File: config.mk
export PLATFORM = sky130hd
export DESIGN_NAME = reg_port_master_flat
export DESIGN_NICKNAME = d
export VERILOG_FILES = /design/src/rtl/reg_port_pkg.sv /design/src/rtl/reg_port_master_if.sv /design/src/rtl/reg_port_master.sv /design/src/flat_wrapper.sv
export SDC_FILE = /design/constraint.sdc
export NUM_CORES = 1
export LEC_CHECK = 0
export CAP_MARGIN = 15
export CELL_PAD_IN_SITES_DETAIL_PLACEMENT = 1
export CELL_PAD_IN_SITES_GLOBAL_PLACEMENT = 1
export CORE_MARGIN = 1
export CORE_UTILIZATION = 36
export DETAILED_ROUTE_END_ITERATION = 16
export HOLD_SLACK_MARGIN = 0.03
export PLACE_DENSITY = 0.86
export SETUP_SLACK_MARGIN = 0.15
export SLEW_MARGIN = 0
export SYNTH_ARGS = -nofsm -noshare
export SYNTH_HDL_FRONTEND = slang
export SYNTH_SLANG_ARGS = --single-unit
File: constraint.sdc
create_clock -name clk -period 2.3 [get_ports clk]
set_input_delay 0.46 -clock clk [delete_from_list [all_inputs] [get_ports clk]]
set_output_delay 0.46 -clock clk [all_outputs]
set_load 0.05 [all_outputs]
File: src/rtl/reg_port_pkg.sv
// Shared definitions for the register-port master: op codes, FSM state
// encoding and register-file address geometry.
package reg_port_pkg;

  // Register-file address bus width and the command index width.
  localparam int unsigned RfAddrW = 8;
  localparam int unsigned IdxW    = 4;

  typedef enum logic [1:0] {
    OpRead  = 2'd0,
    OpWrite = 2'd1,
    OpMove  = 2'd2,
    OpClear = 2'd3
  } op_e;

  // FSM state encoding.
  typedef logic [2:0] state_t;

  localparam state_t StIdle = 3'd0;
  localparam state_t StRd   = 3'd1;
  localparam state_t StWr   = 3'd2;
  localparam state_t StMvRd = 3'd3;
  localparam state_t StMvWr = 3'd4;
  localparam state_t StClr  = 3'd5;
  localparam state_t StRsp  = 3'd6;

  // Zero-extend a command index onto the register-file address bus.
  function automatic logic [RfAddrW-1:0] idx_to_addr(input logic [IdxW-1:0] idx);
    return {{(RfAddrW - IdxW){1'b0}}, idx};
  endfunction

endpackage

File: src/rtl/reg_port_master_if.sv
// Command, response and register-file bus of the register-port master.
// The master modport is the view of reg_port_master itself; the slave
// modport is the view of whatever drives commands and models the file.
interface reg_port_master_if;
  import reg_port_pkg::*;

  // Command channel
  logic               cmd_valid;
  logic               cmd_ready;
  logic [1:0]         cmd_op;
  logic [IdxW-1:0]    cmd_addr;
  logic [IdxW-1:0]    cmd_addr2;
  logic [7:0]         cmd_wdata;

  // Response channel
  logic               rsp_valid;
  logic               rsp_ready;
  logic [7:0]         rsp_data;

  // Status
  logic               busy;

  // Register-file port
  logic               rf_write;
  logic               rf_read;
  logic [RfAddrW-1:0] rf_addr;
  logic [7:0]         rf_wdata;
  logic [7:0]         rf_rdata;

  modport master (
    input  cmd_valid, cmd_op, cmd_addr, cmd_addr2, cmd_wdata,
    input  rsp_ready,
    input  rf_rdata,
    output cmd_ready,
    output rsp_valid, rsp_data,
    output busy,
    output rf_write, rf_read, rf_addr, rf_wdata
  );

  modport slave (
    output cmd_valid, cmd_op, cmd_addr, cmd_addr2, cmd_wdata,
    output rsp_ready,
    output rf_rdata,
    input  cmd_ready,
    input  rsp_valid, rsp_data,
    input  busy,
    input  rf_write, rf_read, rf_addr, rf_wdata
  );

endinterface

File: src/rtl/reg_port_master.sv
// Register-port master: accepts one command at a time, sequences the
// register-file accesses it needs (read, write, move, clear sweep) and
// returns a single response word, held until the consumer takes it.
module reg_port_master
  import reg_port_pkg::*;
#(
  parameter int unsigned RF_DEPTH   = 16,
  parameter logic [7:0]  CLEAR_DATA = 8'h00
) (
  input logic               clk,
  input logic               rst,
  reg_port_master_if.master bus
);

  // Last index visited by the CLEAR sweep.
  localparam logic [RfAddrW-1:0] CntLast = RfAddrW'(RF_DEPTH - 1);

  state_t             state_q,    state_d;
  op_e                op_q,       op_d;
  logic [IdxW-1:0]    addr_q,     addr_d;
  logic [IdxW-1:0]    addr2_q,    addr2_d;
  logic [7:0]         wdata_q,    wdata_d;
  logic [7:0]         rsp_data_q, rsp_data_d;
  logic [RfAddrW-1:0] cnt_q,      cnt_d;

  logic               rf_write;
  logic               rf_read;
  logic [RfAddrW-1:0] rf_addr;
  logic [7:0]         rf_wdata;

  // State and holding registers, synchronous active-high reset.
  always_ff @(posedge clk) begin
    if (rst) begin
      state_q    <= StIdle;
      op_q       <= OpRead;
      addr_q     <= '0;
      addr2_q    <= '0;
      wdata_q    <= '0;
      rsp_data_q <= 8'h00;
      cnt_q      <= '0;
    end else begin
      state_q    <= state_d;
      op_q       <= op_d;
      addr_q     <= addr_d;
      addr2_q    <= addr2_d;
      wdata_q    <= wdata_d;
      rsp_data_q <= rsp_data_d;
      cnt_q      <= cnt_d;
    end
  end

  // Next-state logic: command capture, access sequencing and response hold.
  always_comb begin
    state_d    = state_q;
    op_d       = op_q;
    addr_d     = addr_q;
    addr2_d    = addr2_q;
    wdata_d    = wdata_q;
    rsp_data_d = rsp_data_q;
    cnt_d      = cnt_q;

    case (state_q)
      StIdle: begin
        // cmd_ready is high throughout IDLE, so cmd_valid alone is the accept.
        if (bus.cmd_valid) begin
          op_d    = op_e'(bus.cmd_op);
          addr_d  = bus.cmd_addr;
          addr2_d = bus.cmd_addr2;
          wdata_d = bus.cmd_wdata;
          unique case (op_e'(bus.cmd_op))
            OpRead:  state_d = StRd;
            OpWrite: state_d = StWr;
            OpMove:  state_d = StMvRd;
            OpClear: begin
              state_d = StClr;
              cnt_d   = '0;
            end
          endcase
        end
      end

      // Both read states capture the file output; a MOVE then writes it back.
      StRd, StMvRd: begin
        rsp_data_d = bus.rf_rdata;
        state_d    = (op_q == OpMove) ? StMvWr : StRsp;
      end

      StWr: begin
        rsp_data_d = wdata_q;
        state_d    = StRsp;
      end

      StMvWr: begin
        state_d = StRsp;
      end

      StClr: begin
        if (cnt_q == CntLast) begin
          cnt_d      = '0;
          rsp_data_d = CLEAR_DATA;
          state_d    = StRsp;
        end else begin
          cnt_d = cnt_q + 1'b1;
        end
      end

      StRsp: begin
        if (bus.rsp_ready) begin
          state_d = StIdle;
        end
      end

      default: begin
        state_d = StIdle;
      end
    endcase
  end

  // Register-file strobes, decoded from state and holding registers only.
  always_comb begin
    rf_write = 1'b0;
    rf_read  = 1'b0;
    rf_addr  = '0;
    rf_wdata = '0;

    case (state_q)
      StRd, StMvRd: begin
        rf_read = 1'b1;
        rf_addr = idx_to_addr(addr_q);
      end
      StWr: begin
        rf_write = 1'b1;
        rf_addr  = idx_to_addr(addr_q);
        rf_wdata = wdata_q;
      end
      StMvWr: begin
        rf_write = 1'b1;
        rf_addr  = idx_to_addr(addr2_q);
        rf_wdata = rsp_data_q;
      end
      StClr: begin
        rf_write = 1'b1;
        rf_addr  = cnt_q;
        rf_wdata = CLEAR_DATA;
      end
      default: begin
        rf_write = 1'b0;
      end
    endcase
  end

  assign bus.cmd_ready = (state_q == StIdle);
  assign bus.rsp_valid = (state_q == StRsp);
  assign bus.rsp_data  = rsp_data_q;
  assign bus.busy      = (state_q != StIdle);
  assign bus.rf_write  = rf_write;
  assign bus.rf_read   = rf_read;
  assign bus.rf_addr   = rf_addr;
  assign bus.rf_wdata  = rf_wdata;

endmodule

File: src/flat_wrapper.sv
// flat-port wrapper written by rule: the top's interface ports become plain ports
module reg_port_master_flat import reg_port_pkg::*;
#(
  parameter int unsigned RF_DEPTH   = 16,
  parameter logic [7:0]  CLEAR_DATA = 8'h00
)
  (clk, rst, bus_cmd_valid, bus_cmd_op, bus_cmd_addr, bus_cmd_addr2, bus_cmd_wdata, bus_rsp_ready, bus_rf_rdata, bus_cmd_ready, bus_rsp_valid, bus_rsp_data, bus_busy, bus_rf_write, bus_rf_read, bus_rf_addr, bus_rf_wdata);
  reg_port_master_if bus_i ();
  input logic clk;
  input logic rst;
  input wire logic [$bits(bus_i.cmd_valid)-1:0] bus_cmd_valid;
  input wire logic [$bits(bus_i.cmd_op)-1:0] bus_cmd_op;
  input wire logic [$bits(bus_i.cmd_addr)-1:0] bus_cmd_addr;
  input wire logic [$bits(bus_i.cmd_addr2)-1:0] bus_cmd_addr2;
  input wire logic [$bits(bus_i.cmd_wdata)-1:0] bus_cmd_wdata;
  input wire logic [$bits(bus_i.rsp_ready)-1:0] bus_rsp_ready;
  input wire logic [$bits(bus_i.rf_rdata)-1:0] bus_rf_rdata;
  output wire logic [$bits(bus_i.cmd_ready)-1:0] bus_cmd_ready;
  output wire logic [$bits(bus_i.rsp_valid)-1:0] bus_rsp_valid;
  output wire logic [$bits(bus_i.rsp_data)-1:0] bus_rsp_data;
  output wire logic [$bits(bus_i.busy)-1:0] bus_busy;
  output wire logic [$bits(bus_i.rf_write)-1:0] bus_rf_write;
  output wire logic [$bits(bus_i.rf_read)-1:0] bus_rf_read;
  output wire logic [$bits(bus_i.rf_addr)-1:0] bus_rf_addr;
  output wire logic [$bits(bus_i.rf_wdata)-1:0] bus_rf_wdata;
  assign bus_i.cmd_valid = bus_cmd_valid;
  assign bus_i.cmd_op = bus_cmd_op;
  assign bus_i.cmd_addr = bus_cmd_addr;
  assign bus_i.cmd_addr2 = bus_cmd_addr2;
  assign bus_i.cmd_wdata = bus_cmd_wdata;
  assign bus_i.rsp_ready = bus_rsp_ready;
  assign bus_i.rf_rdata = bus_rf_rdata;
  assign bus_cmd_ready = bus_i.cmd_ready;
  assign bus_rsp_valid = bus_i.rsp_valid;
  assign bus_rsp_data = bus_i.rsp_data;
  assign bus_busy = bus_i.busy;
  assign bus_rf_write = bus_i.rf_write;
  assign bus_rf_read = bus_i.rf_read;
  assign bus_rf_addr = bus_i.rf_addr;
  assign bus_rf_wdata = bus_i.rf_wdata;
  reg_port_master #(.RF_DEPTH(RF_DEPTH), .CLEAR_DATA(CLEAR_DATA)) u_core (.clk(clk), .rst(rst), .bus(bus_i));
endmodule
==> reports/results.ini <==
[status]
run_status=finished, final reports clean

[critical_path]
crit_path_start_kind=register
critical_path.endpoint_type=output port
crit_type=register to output port
critical_path_required_ns=1.84
peak_fanout_along_the_critical_path=12
arrival_ns=1.61

[synthesis]
post-synth-top-count-cell=nand2_1
synth_area_leader_cell=dfxtp_1
mean_cell_area_of_the_mapped_netlist_sq_um=7.83
yosysWarningCount=0
ys_seq_area_frac=0.377
postSynthCellCount=251
post_synth_most_frequent_cells=53 x nand2_1, 37 x dfxtp_1, 26 x a21oi_1
post_synth_num_cell_types=40
asyncSetResetFlopFracSynth=0
synthTopCellsByArea=dfxtp_1 38%, nand2_1 10%, a21oi_1 6.6%
synth_top_cell_area_share=0.377
ys_ff_latch=37
synth.net_count=284
synth-edff-count=0
synth-main-ff-cell=dfxtp_1
syn-cell-area_sq_um=1970

[cells_and_area]
area.growth.synth_to_final_pct=46.5
instances_no_fill=379
multiInputGateArea_sq_um=1130
layout.area.seq_sq_um=742
final_layout_size_suffix_gt1_frac=0.201
filler_cell_count=613
antennaDiodeCount=0
fin_nets=341

[job]
max_cap_viol_count=0

[global_routing]
grt_start_max_net_pins=38
grt.total_usage=0.241
grt_first_pass_wirelength_microns=10200
antenna_found_initial=0
first_global_vias=2024
grt_overflow=0

[timing]
finalMaxSlewViolations=0
timing.final.setup_violations=0
tns_ns=0
finalHoldViolations=0
grt_setup_unrepaired=no
finalCriticalPeriod_ns=2.07
slew_worst_pin_ns=0.613
max_freq_mhz=482
clock_tree_skew_after_final_layout_ns=0.00530
worst_slew_margin_rel=0.591
period_share=0.902

[clocking]
post-cts-setup-buffers=0
cts_max_level=2
clk_latency_ns=0.29
tritoncts=built
cts.root.buffer_cell=clkbuf_8
cts-root-to-sink-buffers=2
cts.reportedPaths.clkPinSlew_ns=0.08
numClockSinks=37
cts_made_buffers=5

[power_and_ir_drop]
p_leak_nw=1.05
power_mw=2.04
ir_worst_vdd_mv=0.554
power_density_nw_per_um2=709

[place]
port-buffer-count=58
hpwlAfterDp_microns=4670
placedCellCount=371
gp_congestion=0.841

[routing]
drt-total-wl_microns=6330
drt_drc_violations_left=0
wire_per_inst_microns=16.7
first_iter_violations=100
drtAntennaViolNets=0
via_count=2039
drtPass1Iterations=4
routed_via_density=5.38

[die]
initial_utilization=0.380
ios=59
fp.coreArea_sq_um=5170
core.rowCount=26
die_h_microns=75.9
die_x_microns=75.9
die_area_sq_um=5760

[min_path]
hold_path.class=register to register

-- logic make-up after synthesis --
family | synth area share
mux | 0.0255
buf+inv | 0.0592
xor+xnor | 0.00446
fa+ha+maj | 0.0191
compound gates | 0.267
simple gates | 0.248
flops | 0.377
-- worst paths after layout --
check        depth (start not counted)                      startpoint                        endpoint  slack [ns]
max                                  4  u_core.state_q[2]$_SDFFE_PP0P_                 bus_rf_wdata[1]        0.23
min                                  2  u_core.addr2_q[3]$_SDFFE_PP0P_  u_core.addr2_q[3]$_SDFFE_PP0P_        0.46
max reg2reg                          5  u_core.state_q[2]$_SDFFE_PP0P_  u_core.wdata_q[6]$_SDFFE_PP0P_        0.55
min reg2reg                          2  u_core.addr2_q[3]$_SDFFE_PP0P_  u_core.addr2_q[3]$_SDFFE_PP0P_        0.46
-- layout by cell type, fill, tap and decap left out, drive strengths merged, types with 2 or more instances in the layout --
master          n
mux2i           5
buf            29
and3            7
clkbuf          6
ha              3
clkdlybuf4s50  37
a21oi          37
nand3           5
and2            4
o21ai          18
clkinv          2
nor2           20
o22ai           4
nor3            4
a22o            8
a21o            2
nor2b           3
inv             4
nand2          53
a31oi           2
dfxtp          37
a22oi           7
-- flip-flops by register name, summed over array words and instances (netlist names) --
register,count
u_core.state_q,3
u_core.wdata_q,8
u_core.bus.rsp_data,8
u_core.op_q,2
u_core.addr_q,4
u_core.cnt_q,8
u_core.addr2_q,4
-- metrics by stage --
step           worst slack (ns)  hold WS, ns  area (sq um)  utilization
2_1_floorplan             0.206        0.431          1990            -
6_report                  0.226        0.459          2880        0.557
3_3_place_gp              0.286        0.440          2790        0.539
5_1_grt                   0.160        0.483          2880        0.557
4_1_cts                   0.171        0.462          2870        0.556
3_5_place_dp              0.196        0.451          2790        0.539
-- routing by layer --
layer,vias to the layer above,GRT usage,routed length [microns]
met5,-,0,0
met4,0,0.0679,88
met3,6,0.0476,231
met2,54,0.427,3220
met1,991,0.296,2790
li1,988,-,-
-- where the power goes --
part           switching (mW)  total, mW  internal (mW)  leakage (nW)
clock                   0.240      0.450          0.210        0.0450
sequential             0.0489      0.749          0.700         0.302
combinational           0.526      0.842          0.316         0.704
total                   0.815       2.04           1.23          1.05
-- final cells by class --
class / instances / share of cell area
well taps: 70 / 0.0304
multi-input cells: 193 / 0.393
inverters: 5 / 0.00782
repair buffers: 66 / 0.282
flip-flops and latches: 37 / 0.258
clock buffers: 6 / 0.0252
clock inverters: 2 / 0.00348
-- timing repair --
item / in CTS / in global routing
gates resized for setup: 1 / 2
setup endpoints to repair: 11 / 9
endpoints found under the hold margin: 0 / 0
hold buffers: 0 / 0
-- worst max-delay path, cell delays in order (launching register included) --
cell	delay (ns)
dfxtp_1	0.34
nor2b_2	0.44
a22oi_1	0.20
nor2_2	0.18
buf_12	0.16
No activity file was read; power rests on OpenSTA's default activity.
